File: src/rtl/rom_responder_if.sv
// Bus bundle between the CPU-side instruction bus / backing memory and the
// ROM responder. The slave modport is the ROM's view; master is the
// environment (CPU plus memory) view.
interface rom_responder_if;
  logic       sync;
  logic       cm_rom;
  logic [3:0] bus_in;
  logic [3:0] bus_out;
  logic       bus_out_enable;
  logic [7:0] mem_addr;
  logic       mem_read;
  logic [7:0] mem_data;
  logic [2:0] phase;
  logic       synced;
  logic       sync_error;

  modport slave (
    input  sync, cm_rom, bus_in, mem_data,
    output bus_out, bus_out_enable, mem_addr, mem_read, phase, synced, sync_error
  );

  modport master (
    output sync, cm_rom, bus_in, mem_data,
    input  bus_out, bus_out_enable, mem_addr, mem_read, phase, synced, sync_error
  );
endinterface

File: src/rtl/rom_responder.sv
// ROM endpoint of the 4-bit multiplexed instruction bus. Follows the
// 8-phase cycle (A1 A2 A3 M1 M2 X1 X2 X3) from SYNC, assembles the address
// over A1..A3, fetches the byte during A3 and returns OPR in M1, OPA in M2.
module rom_responder #(
  parameter logic [3:0] CHIP_ID      = 4'h0,
  parameter int         ADDR_LO_BITS = 8
) (
  input  logic          clock,
  input  logic          reset,
  rom_responder_if.slave bus
);

  localparam logic [2:0] PH_A1 = 3'd0;
  localparam logic [2:0] PH_A2 = 3'd1;
  localparam logic [2:0] PH_A3 = 3'd2;
  localparam logic [2:0] PH_M1 = 3'd3;
  localparam logic [2:0] PH_M2 = 3'd4;
  localparam logic [2:0] PH_X3 = 3'd7;

  logic [2:0]  phase_q;
  logic        synced_q;
  logic [11:0] addr_q;
  logic        selected_q;
  logic [3:0]  opa_q;
  logic        sync_error_q;

  logic        drive_ok;
  logic [ADDR_LO_BITS-1:0] byte_addr;

  // Phase tracking, SYNC checking, address capture and OPA holding register
  always_ff @(posedge clock) begin
    if (!reset) begin
      phase_q      <= PH_A1;
      synced_q     <= 1'b0;
      addr_q       <= 12'h000;
      selected_q   <= 1'b0;
      opa_q        <= 4'h0;
      sync_error_q <= 1'b0;
    end else begin
      sync_error_q <= 1'b0;

      // Phase counter: SYNC always forces A1; an expected X3 without SYNC drops lock
      if (bus.sync) begin
        phase_q  <= PH_A1;
        synced_q <= 1'b1;
        if (synced_q && phase_q != PH_X3) sync_error_q <= 1'b1;
      end else if (synced_q) begin
        if (phase_q == PH_X3) begin
          phase_q      <= PH_A1;
          synced_q     <= 1'b0;
          sync_error_q <= 1'b1;
        end else begin
          phase_q <= phase_q + 3'd1;
        end
      end else begin
        phase_q <= PH_A1;
      end

      if (synced_q) begin
        case (phase_q)
          PH_A1: addr_q[3:0] <= bus.bus_in;
          PH_A2: addr_q[7:4] <= bus.bus_in;
          PH_A3: begin
            addr_q[11:8] <= bus.bus_in;
            selected_q   <= (bus.bus_in == CHIP_ID) && bus.cm_rom;
          end
          PH_M1: if (selected_q) opa_q <= bus.mem_data[3:0];
          PH_M2: selected_q <= 1'b0;
          default: ;
        endcase
      end
    end
  end

  // The stored high nibble always equals CHIP_ID when selected is set; checking
  // it keeps the whole captured address part of the drive decision.
  assign drive_ok  = synced_q && selected_q && (addr_q[11:8] == CHIP_ID);
  assign byte_addr = addr_q[ADDR_LO_BITS-1:0];

  // Memory strobe and bus drive are combinational from the registered phase
  always_comb begin
    bus.mem_read       = synced_q && (phase_q == PH_A3);
    bus.mem_addr       = bus.mem_read ? byte_addr : 8'h00;
    bus.bus_out        = 4'h0;
    bus.bus_out_enable = 1'b0;
    if (drive_ok && phase_q == PH_M1) begin
      bus.bus_out        = bus.mem_data[7:4];
      bus.bus_out_enable = 1'b1;
    end else if (drive_ok && phase_q == PH_M2) begin
      bus.bus_out        = opa_q;
      bus.bus_out_enable = 1'b1;
    end
  end

  assign bus.phase      = phase_q;
  assign bus.synced     = synced_q;
  assign bus.sync_error = sync_error_q;

endmodule

File: src/flat_wrapper.sv
// flat-port wrapper written by rule: the top's interface ports become plain ports
module rom_responder_flat 
#(
  parameter logic [3:0] CHIP_ID      = 4'h0,
  parameter int         ADDR_LO_BITS = 8
)
  (clock, reset, bus_sync, bus_cm_rom, bus_bus_in, bus_mem_data, bus_bus_out, bus_bus_out_enable, bus_mem_addr, bus_mem_read, bus_phase, bus_synced, bus_sync_error);
  rom_responder_if bus_i ();
  input  logic clock;
  input  logic reset;
  input wire logic [$bits(bus_i.sync)-1:0] bus_sync;
  input wire logic [$bits(bus_i.cm_rom)-1:0] bus_cm_rom;
  input wire logic [$bits(bus_i.bus_in)-1:0] bus_bus_in;
  input wire logic [$bits(bus_i.mem_data)-1:0] bus_mem_data;
  output wire logic [$bits(bus_i.bus_out)-1:0] bus_bus_out;
  output wire logic [$bits(bus_i.bus_out_enable)-1:0] bus_bus_out_enable;
  output wire logic [$bits(bus_i.mem_addr)-1:0] bus_mem_addr;
  output wire logic [$bits(bus_i.mem_read)-1:0] bus_mem_read;
  output wire logic [$bits(bus_i.phase)-1:0] bus_phase;
  output wire logic [$bits(bus_i.synced)-1:0] bus_synced;
  output wire logic [$bits(bus_i.sync_error)-1:0] bus_sync_error;
  assign bus_i.sync = bus_sync;
  assign bus_i.cm_rom = bus_cm_rom;
  assign bus_i.bus_in = bus_bus_in;
  assign bus_i.mem_data = bus_mem_data;
  assign bus_bus_out = bus_i.bus_out;
  assign bus_bus_out_enable = bus_i.bus_out_enable;
  assign bus_mem_addr = bus_i.mem_addr;
  assign bus_mem_read = bus_i.mem_read;
  assign bus_phase = bus_i.phase;
  assign bus_synced = bus_i.synced;
  assign bus_sync_error = bus_i.sync_error;
  rom_responder #(.CHIP_ID(CHIP_ID), .ADDR_LO_BITS(ADDR_LO_BITS)) u_core (.clock(clock), .reset(reset), .bus(bus_i));
endmodule
File: config.mk
export PLATFORM = sky130hd
export DESIGN_NAME = rom_responder_flat
export DESIGN_NICKNAME = d
export VERILOG_FILES = /design/src/rtl/rom_responder_if.sv /design/src/rtl/rom_responder.sv /design/src/flat_wrapper.sv
export SDC_FILE = /design/constraint.sdc
export NUM_CORES = 1
export LEC_CHECK = 0
export CORE_MARGIN = 4
export CORE_UTILIZATION = 45
export DETAILED_ROUTE_END_ITERATION = 16
export PLACE_DENSITY_LB_ADDON = 0.08
export RECOVER_POWER = 25
export SYNTH_ARGS = -nofsm -noshare
export SYNTH_HDL_FRONTEND = slang
export SYNTH_SLANG_ARGS = --single-unit
File: constraint.sdc
create_clock -name clock -period 1.9 [get_ports clock]
set_clock_uncertainty 0.05 [all_clocks]
set_input_delay 0.19 -clock clock [delete_from_list [all_inputs] [get_ports clock]]
set_output_delay 0.19 -clock clock [all_outputs]
set_load 0.01 [all_outputs]
Word level (Yosys, flattened, before mapping)
Index checks and enable logic that the tools add are counted.
{ "op_classes": {"addsub": 1, "n_eq_ne": 6, "n_mux": 13, "n_bitwise": 2, "reduce_logical": 17} }
{ "ops": {"columns": ["op", "n"], "rows": [
  ["$mux 1", 9],
  ["$logic_not 4->1", 2],
  ["$mux 4", 2],
  ["$mux 8", 1],
  ["$reduce_and 2->1", 4],
  ["$logic_and 1x1->1", 7],
  ["$eq 3x2->1 const B", 2],
  ["$eq 3x3->1 const B", 2],
  ["$reduce_or 4->1", 1],
  ["$add 3x1->3 const B", 1],
  ["$eq 3x1->1 const B", 1],
  ["$logic_not 3->1", 1],
  ["$ne 3x3->1 const B", 1],
  ["$reduce_and 3->1", 1],
  ["$not 1->1", 2],
  ["$pmux 1 s2", 1],
  ["$reduce_bool 2->1", 1]
]} }
{ "totals": {"register_bits": 22} }

Longest topological paths before layout
Gate-level depths: netlist of run 1.
{ "depth": {"word_depth": 5, "depth_mapped": 7} }

Worst setup path before layout of run 1
No wires, ideal clock.
{ "synth_path": {"kind": "reg2out", "startpoint": "register u_core.phase_q[0], in the netlist u_core.bus.phase[0]", "endpoint": "output bus_mem_addr[0]", "arrival_ns": 1.287, "required_time_ns": 1.660, "slack_ns": 0.373, "stages_incl_launch_ff": 7, "path_buffers": 2, "path_cell_list": "dfxtp_1 -> inv_1 -> ha_1 -> and3b_1 -> buf_6 -> buf_8 -> and2_1"} }
{ "synth_between": {"elab_chain_len": 3} }
{ "synth_rtl": {"columns": ["item", "line_no", "rtl"], "rows": [
  ["from (decl)", "rom_responder.sv:20", "logic [2:0] phase_q;"],
  ["from (signal assigned)", "rom_responder.sv:53", "phase_q <= phase_q + 3'd1;"],
  ["$eq 3x2->1", "rom_responder.sv:82", "bus.mem_read = synced_q && (phase_q == PH_A3);"],
  ["$logic_and 1x1->1", "rom_responder.sv:82", null],
  ["net bus_mem_read", "flat_wrapper.sv:18", "output wire logic [$bits(bus_i.mem_read)-1:0] bus_mem_read;"],
  ["$mux 8", "rom_responder.sv:83", "bus.mem_addr = bus.mem_read ? byte_addr : 8'h00;"],
  ["to (decl)", "flat_wrapper.sv:17", "output wire logic [$bits(bus_i.mem_addr)-1:0] bus_mem_addr;"]
]} }
The timed path passes the listed nets, and every way through them passes these cells.

Final worst setup path of run 1
{ "layout_path": {"startpoint": "register u_core.phase_q[0], in the netlist u_core.bus.phase[0]", "endpoint": "output bus_mem_addr[4]"} }
{ "layout_between": {"elab_chain_len": 3} }
{ "layout_rtl": {"columns": ["item", "line_no"], "rows": [
  ["$eq 3x2->1", "rom_responder.sv:82"],
  ["$logic_and 1x1->1", "rom_responder.sv:82"],
  ["$mux 8", "rom_responder.sv:83"]
]} }
No other way between the ends.

==> summary.txt, run 1 <==
Synthesis
  • Post-Syn Area per Cell: slightly below 10 um^2
  • Ys flop type: dfxtp_1
  • Net count after synthesis: 137
  • #FFs+latches synth: 22
  • Synth warn: 0
  • Area of the mapped netlist: roughly 1100 um^2
  • Netlist cell types: 25
  • Seq/Total Area, Yosys: between 30% and 40%
  • Number of synthesized flops with an enable pin: 0
  • Fraction of registers with async set/reset: 0%
  • Cells after Synth: 115

Routing
  • Drt total wl: approximately 2700 um
  • Vias per cell: roughly 5.1
  • Antenna Violating Nets Remaining: 0
  • Routed wirelength normalized by instance count: ~14 um
  • Drt initial violations: 14
  • Drt first pass iters: 4
  • Via count: 971
  • Number of remaining DRC errors: 0

Worst setup path
  • Crit path kind: flop to output pin
  • CP Data Arrival Time: 1560 ps
  • Worst R2R Start: u_core.bus.phase[0]$_SDFF_PP0_
  • Crit path capture type: output pin
  • CP startpoint: u_core.bus.phase[0]$_SDFF_PP0_
  • R2R Setup Slk: 170 ps
  • Delay-heaviest family, CP: simple AND/OR/NAND/NOR gates
  • Top fanout value on the critical path: 4
  • Worst R2R End: u_core.addr_q[9]$_SDFFE_PN0P_
  • Worst EP required: 1660 ps
  • R2R cell count: 9
  • Critical path launch point type: flop
  • Max incr delay on CP: 380 ps
  • Crit path depth: 5
  • CP max stage cell: dfxtp_4
  • Setup crit end: bus_mem_addr[4]
  • CP cell instances: inv_2, ha_4, and3b_2, and2_1, dlygate4sd2_1
  • WP buf/inv: 2

Global routing
  • Initial antenna violation count: 0
  • Pin count of the biggest net entering global routing: 14
  • GRT Overall Usage: 17.65%
  • Global route overflow: 0
  • First-pass GRT wire length: 4519 um
  • Vias in the first global route: 953

Floorplanning
  • Core Area: 2276 um^2
  • Starting Density: about half
  • Die Width: 57.66 um
  • Die ar.: 3325 um^2
  • Number of I/O pins: 35
  • Vert. Die Dim: 57.66 um
  • FP Rows: 17

Flow run
  • Maxcap violations: 0

Power and ir drop
  • Final Power: 926.0 uW
  • Maximum vdd drop: 0.0004194 V
  • Leakage: 0.7418 nW
  • Power Density: between 500 and 600 nW/um^2

STA
  • Slew @ Worst Pin: ~320 ps
  • Final Hold Vio Count: 0
  • Slew Viols, Final: 0
  • Setup-failing EPs final: 0
  • Fin crit period: 1803 ps
  • RSZ-0062 raised after global routing: yes
  • Final period util: 94.90%
  • Fmax: about 0.55 GHz
  • Relative slew slack: 78.59%
  • Hold slack: 432.3 ps

Finish
  • Fill cells: 176
  • Layout cell share with drive strength beyond 1: around a quarter
  • Core Util, Final: 71.30%
  • Area Overhead vs Synth: 46.22%
  • ANT cells: 0
  • Final net count: 186
  • Most frequent cells in the layout: clkdlybuf4s50_1, dfxtp_1, mux2i_1

CTS
  • Clock Tree Buf Depth: 2
  • CTS tree: yes
  • H-tree levels: 1
  • Clk Tree Root Cell: clkbuf_4
  • Num CTS Buffers: 3
  • Num Clock Sinks: 22
  • Worst skew pair latency: 320 ps
  • Post-CTS Hold Buffers: 0
  • Reg clk slew, reported paths: 110 ps

Status
  • Status: finished, final reports clean

Placed design
  • IO Port Bufs: 34
  • DP Wirelength: about 1800 um
  • Routability cong.: about 0.75

Hold path
  • Hold Path Class: input port to flop
==> timing repair <==
item,in CTS,in global routing
gates resized for setup,44,6
pin swaps,2,0
gates cloned,1,0
endpoints found under the setup margin,14,8
setup buffers,5,0
==> layout make-up <==
type                    instances  area, um^2  area share [%]
multi-input cells              82       660.6           40.71
well taps                      28       35.03           2.159
clock inverters                 1       30.03           1.850
inverters                       5       18.77           1.157
clock buffers                   3       22.52           1.388
repair buffers                 50       409.1           25.21
flip-flops and latches         22       446.7           27.52
==> flip-flops by register name, summed over array words and instances (netlist names) <==
signal	cells
u_core.bus.sync_error	1
u_core.addr_q	12
u_core.bus.phase	3
u_core.opa_q	4
u_core.bus.synced	1
u_core.selected_q	1
==> cell families after synthesis <==
family          share of synthesized area (%)
simple gates                            26.49
flops                                   39.68
mux                                     15.33
buf+inv                                 6.313
compound gates                          4.623
fa+ha+maj                               6.764
xor+xnor                               0.7893
==> routing by layer <==
layer  GRT usage [%]  wire, um  up-vias  part of all wire (%)
li1                -         -      481                     -
met1           21.23      1196      450                    44
met2           28.39      1296       32                    48
met3           4.677       150        8                   5.5
met4           9.934        70        0                   2.6
met5               0         0        -                     0
==> report_power, final <==
| group | leakage (nW) | internal [mW] | switching [mW] |
|---|---|---|---|
| registers | 0.180 | 0.470 | 0.00676 |
| logic | 0.534 | 0.0553 | 0.0353 |
| clock network | 0.0279 | 0.214 | 0.145 |
| total | 0.742 | 0.739 | 0.187 |
==> synthesized netlist by cell type (2+ instances only) <==
library cell | number | share of area (%)
clkbuf_1 | 2 | 0.68
mux2i_1 | 17 | 15
a21oi_1 | 4 | 1.8
and2_1 | 9 | 5.1
ha_1 | 6 | 6.8
dfxtp_1 | 22 | 40
nand2_1 | 5 | 1.7
nand3b_1 | 6 | 4.1
inv_1 | 5 | 1.7
nor2b_1 | 16 | 9.0
nand3_1 | 2 | 0.90
nor2_1 | 8 | 2.7
==> through the flow <==
step | setup TNS, ps | instances | instance area, um^2 | setup slack, ps
4_1_cts | -9.805 | 191 | 1630 | -9.805
2_1_floorplan | 0 | 115 | 1110 | 372.9
3_5_place_dp | -606.2 | 181 | 1516 | -95.61
6_report | 0 | 191 | 1623 | 96.83
3_3_place_gp | -79.90 | 181 | 1516 | -24.42
5_1_grt | -21.85 | 191 | 1623 | -21.85
==> how the worst min path moves through the flow <==
stage / startpoint / endpoint / slack [ps] / depth (start not counted)
after floorplan: bus_bus_in[3] / u_core.selected_q$_SDFFE_PN0P_ / 240 / 1
after global placement: u_core.addr_q[1]$_SDFFE_PN0P_ / u_core.addr_q[1]$_SDFFE_PN0P_ / 440 / 2
after detailed placement: u_core.addr_q[4]$_SDFFE_PN0P_ / u_core.addr_q[4]$_SDFFE_PN0P_ / 450 / 2
after CTS: bus_cm_rom / u_core.selected_q$_SDFFE_PN0P_ / 420 / 3
after global routing: bus_cm_rom / u_core.selected_q$_SDFFE_PN0P_ / 430 / 3
final: bus_cm_rom / u_core.selected_q$_SDFFE_PN0P_ / 430 / 3
==> worst reg2reg max path: cells and delay by family, from the launching register on <==
| family | cells | cell delay (ps) |
|---|---|---|
| DFF | 1 | 380 |
| and+or+nand+nor | 2 | 290 |
| muxes | 1 | 180 |
| adders and majority gates | 1 | 160 |
| buffers and inverters | 5 | 580 |
(Power assumes the default switching activity.)
==> run 2: changes to the inputs <==
--- a/config.mk
+++ b/config.mk
@@ -8,7 +8,7 @@
 export CORE_MARGIN = 4
 export CORE_UTILIZATION = 45
 export DETAILED_ROUTE_END_ITERATION = 16
-export PLACE_DENSITY_LB_ADDON = 0.08
+export PLACE_DENSITY = 0.86
 export RECOVER_POWER = 25
 export SYNTH_ARGS = -nofsm -noshare
 export SYNTH_HDL_FRONTEND = slang
==> summary.txt, run 2 (same netlist as run 1, synthesis figures left out) <==
Global routing
  • Initial antenna violation count: 0
  • Pin count of the biggest net entering global routing: 20
  • GRT met2 Usage: 29.35%
  • First-pass GRT wire length: 4429 um
  • Grt met3 use: 2.673%
  • Vias in the first global route: 960
  • Most used routing layer: met2
  • Met1 Usage GRT: 21.61%
  • Global route overflow: 0
  • GRT Overall Usage: 17.09%

Power and ir drop
  • Internal power: 644.5 uW
  • Switching pwr: 185.5 uW
  • Clk pwr share: ~31%
  • Final Power: ~830 uW
  • Leakage: roughly 0.67 nW
  • Sequential power share: 57.4%
  • Power Density: 538.4 nW/um^2
  • Comb power frac: 11.3%
  • Maximum vdd drop: 0.0005484 V
  • Sw Share: 22.35%

STA
  • Fmax: roughly 0.54 GHz
  • Fin crit period: 1844 ps
  • RSZ-0062 raised after global routing: no
  • Slew @ Worst Pin: ~340 ps
  • Worst setup margin: 56.25 ps
  • Setup-failing EPs final: 0
  • Relative slew slack: 77.12%
  • Final period util: 97.04%
  • Final Hold Vio Count: 0
  • Slew Viols, Final: 0

Finish
  • Layout cell share with drive strength beyond 1: a little under a quarter
  • Fill cells: between 150 and 200
  • Post-layout instance area: 1541 um^2
  • Most common cell after layout, fill and taps aside: clkdlybuf4s50_1
  • Top reg by flops: u_core.addr_q
  • Most frequent cells in the layout: clkdlybuf4s50_1, dfxtp_1, mux2i_1
  • Area Overhead vs Synth: 38.90%
  • Post-route insts no fill: 184
  • Max FFs per register: 12
  • ANT cells: 0
  • Core Util, Final: around 68%
  • Final net count: 179

Floorplanning
  • Vert. Die Dim: a little under 60 um
  • Number of I/O pins: 35
  • Starting Density: 48.76%
  • Die Width: 57.66 um
  • FP Rows: 17
  • Core Area: 2276 um^2
  • Die ar.: 3325 um^2

CTS
  • Clock Tree Buf Depth: 2
  • Clk Tree Root Cell: clkbuf_4
  • Num CTS Buffers: 3
  • Reg clk slew, reported paths: approximately 120 ps
  • CTS tree: yes
  • H-tree levels: 1
  • Worst skew pair latency: 310 ps
  • Num Clock Sinks: 22

Worst setup path
  • R2R Setup Slk: 340 ps
  • CP cell instances: ha_2, ha_4, nand3b_1, a21oi_1, clkdlybuf4s15_2
  • Delay-heaviest family, CP: adder cells
  • Critical path launch point type: flop
  • Worst R2R End: u_core.bus.phase[2]$_SDFF_PP0_
  • Top fanout value on the critical path: 10
  • CP max stage cell: dfxtp_2
  • CP Data Arrival Time: 1600 ps
  • Worst R2R Start: u_core.bus.phase[1]$_SDFF_PP0_
  • Crit path capture type: output pin
  • R2R cell count: 5
  • WP buf/inv: 1
  • Max incr delay on CP: 360 ps
  • Worst EP required: roughly 1700 ps
  • Crit path kind: flop to output pin

Routing
  • Vias per cell: 5.082
  • Drt first pass iters: 6
  • Drt initial violations: 18
  • Drt total wl: between 2000 and 3000 um
  • Antenna Violating Nets Remaining: 0
  • Number of remaining DRC errors: 0
  • Routed wirelength normalized by instance count: approximately 15 um
  • Via count: 935

Placed design
  • DP Wirelength: 1934 um
  • Routability cong.: around 0.76
  • IO Port Bufs: 34
  • Placed inst area: approximately 1500 um^2
  • Dpl cells: 178
  • Post-Place Setup Slack: -86.12 ps

Hold path
  • Hold Path Class: input port to flop
  • Hold_sp: reset
  • Hold Path End: u_core.bus.sync_error$_SDFF_PN0_
  • Hold Path Depth: 3

Flow run
  • Maxcap violations: 0

Status
  • Status: finished, final reports clean
==> run 2: cell count changes in the layout (fill, tap and decap cells not counted), sizes merged <==
cell and delta:
buf -3, clkbuf +2, clkdlybuf4s50 +1, bufinv -1, clkdlybuf4s15 +2, and3b -1, dlygate4sd2 -6, dlygate4sd3 -1
==> run 2: tightest hold or removal path: stages <==
cell and delay, ps:
clkdlybuf4s50_1 430, nand2_1 90, nor2_1 40
==> run 2: final cells by class <==
| cell class | instances | area, um^2 | share of cell area [%] |
|---|---|---|---|
| multi-input combinational | 81 | 638.1 | 41.40 |
| sequential | 22 | 444.2 | 28.81 |
| timing repair buffer | 44 | 369.1 | 23.94 |
| clock buffer | 4 | 36.28 | 2.354 |
| tap | 28 | 35.03 | 2.273 |
| inverter | 5 | 18.77 | 1.218 |
==> run 2: metrics by stage <==
step / TNS [ps] / hold slack (ps)
final: 0 / 410.4
after global routing: 0 / 419.2
after CTS: -8.620 / 414.4
after detailed placement: -282.3 / 439.8
after global placement: -48.20 / 429.1
after floorplan: 0 / 238.4
==> run 2: per-layer routing <==
layer  wire length [um]  up-vias
li1                   -      462
met1               1125      440
met2               1434       27
met3                100        6
met4                 65        0
met5                  0        -
==> run 2: what timing repair did <==
item | CTS | global route
setup endpoints to repair | 14 | 13
pin swaps | 1 | 3
gates resized for setup | 44 | 18
hold endpoints to repair | 0 | 0
hold buffers | 0 | 0
buffers inserted | 2 | 0
==> run 2: how the worst max path moves through the flow <==
stage                                    from         endpoint  slack (ps)  depth (start not counted)
3_3_place_gp   u_core.bus.phase[0]$_SDFF_PP0_   bus_bus_out[1]         -10                          5
3_5_place_dp   u_core.bus.phase[0]$_SDFF_PP0_   bus_bus_out[1]         -90                          5
5_1_grt        u_core.bus.phase[0]$_SDFF_PP0_  bus_mem_addr[6]           6                          6
2_1_floorplan  u_core.bus.phase[0]$_SDFF_PP0_  bus_mem_addr[0]         370                          6
4_1_cts        u_core.bus.phase[0]$_SDFF_PP0_  bus_mem_addr[5]          -6                          6
6_report       u_core.bus.phase[1]$_SDFF_PP0_   bus_bus_out[2]          60                          5
==> run 2: power by group through the flow <==
stage / Sequential (mW) / Combinational (mW) / Clock, mW
6_report: 0.476 / 0.0937 / 0.260
5_1_grt: 0.478 / 0.101 / 0.280
4_1_cts: 0.476 / 0.0929 / 0.264
3_5_place_dp: 0.487 / 0.0912 / 0
3_3_place_gp: 0.486 / 0.0882 / 0
2_1_floorplan: 0.486 / 0.0364 / 0
==> run 3: changes to the inputs <==
--- a/config.mk
+++ b/config.mk
@@ -5,11 +5,14 @@
 export SDC_FILE = /design/constraint.sdc
 export NUM_CORES = 1
 export LEC_CHECK = 0
+export CELL_PAD_IN_SITES_DETAIL_PLACEMENT = 0
+export CELL_PAD_IN_SITES_GLOBAL_PLACEMENT = 2
 export CORE_MARGIN = 4
-export CORE_UTILIZATION = 45
+export CORE_UTILIZATION = 27
 export DETAILED_ROUTE_END_ITERATION = 16
 export PLACE_DENSITY = 0.86
 export RECOVER_POWER = 25
+export SLEW_MARGIN = 20
 export SYNTH_ARGS = -nofsm -noshare
 export SYNTH_HDL_FRONTEND = slang
 export SYNTH_SLANG_ARGS = --single-unit
==> summary.txt, run 3 (same netlist as run 1, synthesis figures left out) <==
Placed design
  • Routability cong.: 0.7877
  • DP Wirelength: 2060 um
  • Placed inst area: 1541 um^2
  • IO Port Bufs: 34

Routing
  • Vias per cell: 4.488
  • Drt first pass iters: 2
  • Routed wirelength normalized by instance count: 12.65 um
  • Drt initial violations: 21
  • Number of remaining DRC errors: 0
  • Antenna Violating Nets Remaining: 0
  • Drt total wl: 2619 um
  • Via count: between 900 and 1,000

Global routing
  • Vias in the first global route: 915
  • Global route overflow: 0
  • First-pass GRT wire length: between 4000 and 5000 um
  • Pin count of the biggest net entering global routing: 15
  • Initial antenna violation count: 0
  • GRT Overall Usage: 9.994%

Power and ir drop
  • Leakage: 0.6784 nW
  • Final Power: 908.4 uW
  • Power Density: 575.3 nW/um^2
  • Maximum vdd drop: 0.0002246 V

CTS
  • Num CTS Buffers: 3
  • Num Clock Sinks: 22
  • Reg clk slew, reported paths: 80 ps
  • Post-CTS Hold Buffers: 0
  • Worst skew pair latency: 270 ps
  • Clk Tree Root Cell: clkbuf_8
  • H-tree levels: 1
  • Clock Tree Buf Depth: 2
  • CTS tree: yes

Floorplanning
  • Die Width: about 72 um
  • Core Area: 4000 um^2
  • Starting Density: 27.74%
  • Die ar.: 5200 um^2
  • FP Rows: 23
  • Vert. Die Dim: 72.11 um
  • Number of I/O pins: 35

Worst setup path
  • Worst EP required: 1660 ps
  • Top fanout value on the critical path: 10
  • Critical path launch point type: flop
  • Crit path kind: flop to output pin
  • CP Data Arrival Time: roughly 1600 ps
  • Crit path capture type: output pin

STA
  • Slew Viols, Final: 0
  • Setup-failing EPs final: 0
  • Fin crit period: 1814 ps
  • Relative slew slack: roughly 79%
  • Final TNS setup: 0 ps
  • Slew @ Worst Pin: roughly 320 ps
  • Final period util: 95.46%
  • Final Hold Vio Count: 0
  • Fmax: 0.5514 GHz
  • RSZ-0062 raised after global routing: no

Finish
  • Max FFs per register: 12
  • ANT cells: 0
  • Top reg by flops: u_core.addr_q
  • Post-layout instance area: 1579 um^2
  • Most frequent cells in the layout: dfxtp_1, clkdlybuf4s50_1, mux2i_1
  • Core Util, Final: 39.47%
  • Layout cell share with drive strength beyond 1: 19.11%
  • Most common cell after layout, fill and taps aside: dfxtp_1
  • Final net count: 180
  • Area Overhead vs Synth: 42.28%

Status
  • Status: finished, final reports clean

Flow run
  • Maxcap violations: 0

Hold path
  • Hold Path Class: flop to flop
[run 3: metrics by stage]
step	hold WS [ps]	instances	setup slack, ps
floorplan	238.4	115	372.9
global placement	442.8	201	-37.01
detailed placement	452.8	201	-105.6
CTS	472.4	207	16.71
global route	480.1	207	8.389
finish	464.5	207	86.35
[run 3: path summary, 6_finish.rpt]
check                                  from  cells past startpoint                             end  slack [ps]
min           u_core.addr_q[5]$_SDFFE_PN0P_                      2   u_core.addr_q[5]$_SDFFE_PN0P_         460
max reg2reg  u_core.bus.phase[1]$_SDFF_PP0_                      5  u_core.bus.phase[2]$_SDFF_PP0_         380
max          u_core.bus.phase[1]$_SDFF_PP0_                      5                  bus_bus_out[0]          90
min reg2reg   u_core.addr_q[5]$_SDFFE_PN0P_                      2   u_core.addr_q[5]$_SDFFE_PN0P_         460
[run 3: final cells by class]
cell class                 count  area [um^2]
clock buffer                   4        55.05
fill                         384         2421
inverter                       5        18.77
multi-input combinational     81        615.6
sequential                    22        442.9
tap                           50        62.56
timing repair buffer          45        384.1
[run 3: worst max-delay path, cell delays in order (launching register included)]
cell and delay, ps:
dfxtp_2 350, ha_2 190, ha_4 190, nand3b_1 150, a21oi_1 150, clkdlybuf4s15_1 270
[run 3: metal layers]
metal	vias to the layer above	wire length [um]	part of all wire, %	global-route usage, %
li1	467	-	-	-
met2	16	1316	50	17.80
met4	0	39	1.5	3.758
met5	-	0	0	0
met3	5	86	3.3	2.078
met1	441	1176	45	11.67
[run 3: what timing repair did]
item / CTS / global route
buffers inserted: 2 / 0
setup endpoints to repair: 14 / 12
pin swaps: 1 / 0
gates resized for setup: 31 / 13
[run 3: report_power, final]
group	switching [mW]	internal, mW	total, mW	leakage [nW]
sequential	0.00544	0.470	0.476	0.179
clock	0.157	0.185	0.342	0.0288
combinational	0.0341	0.0569	0.0910	0.470
total	0.196	0.712	0.908	0.678
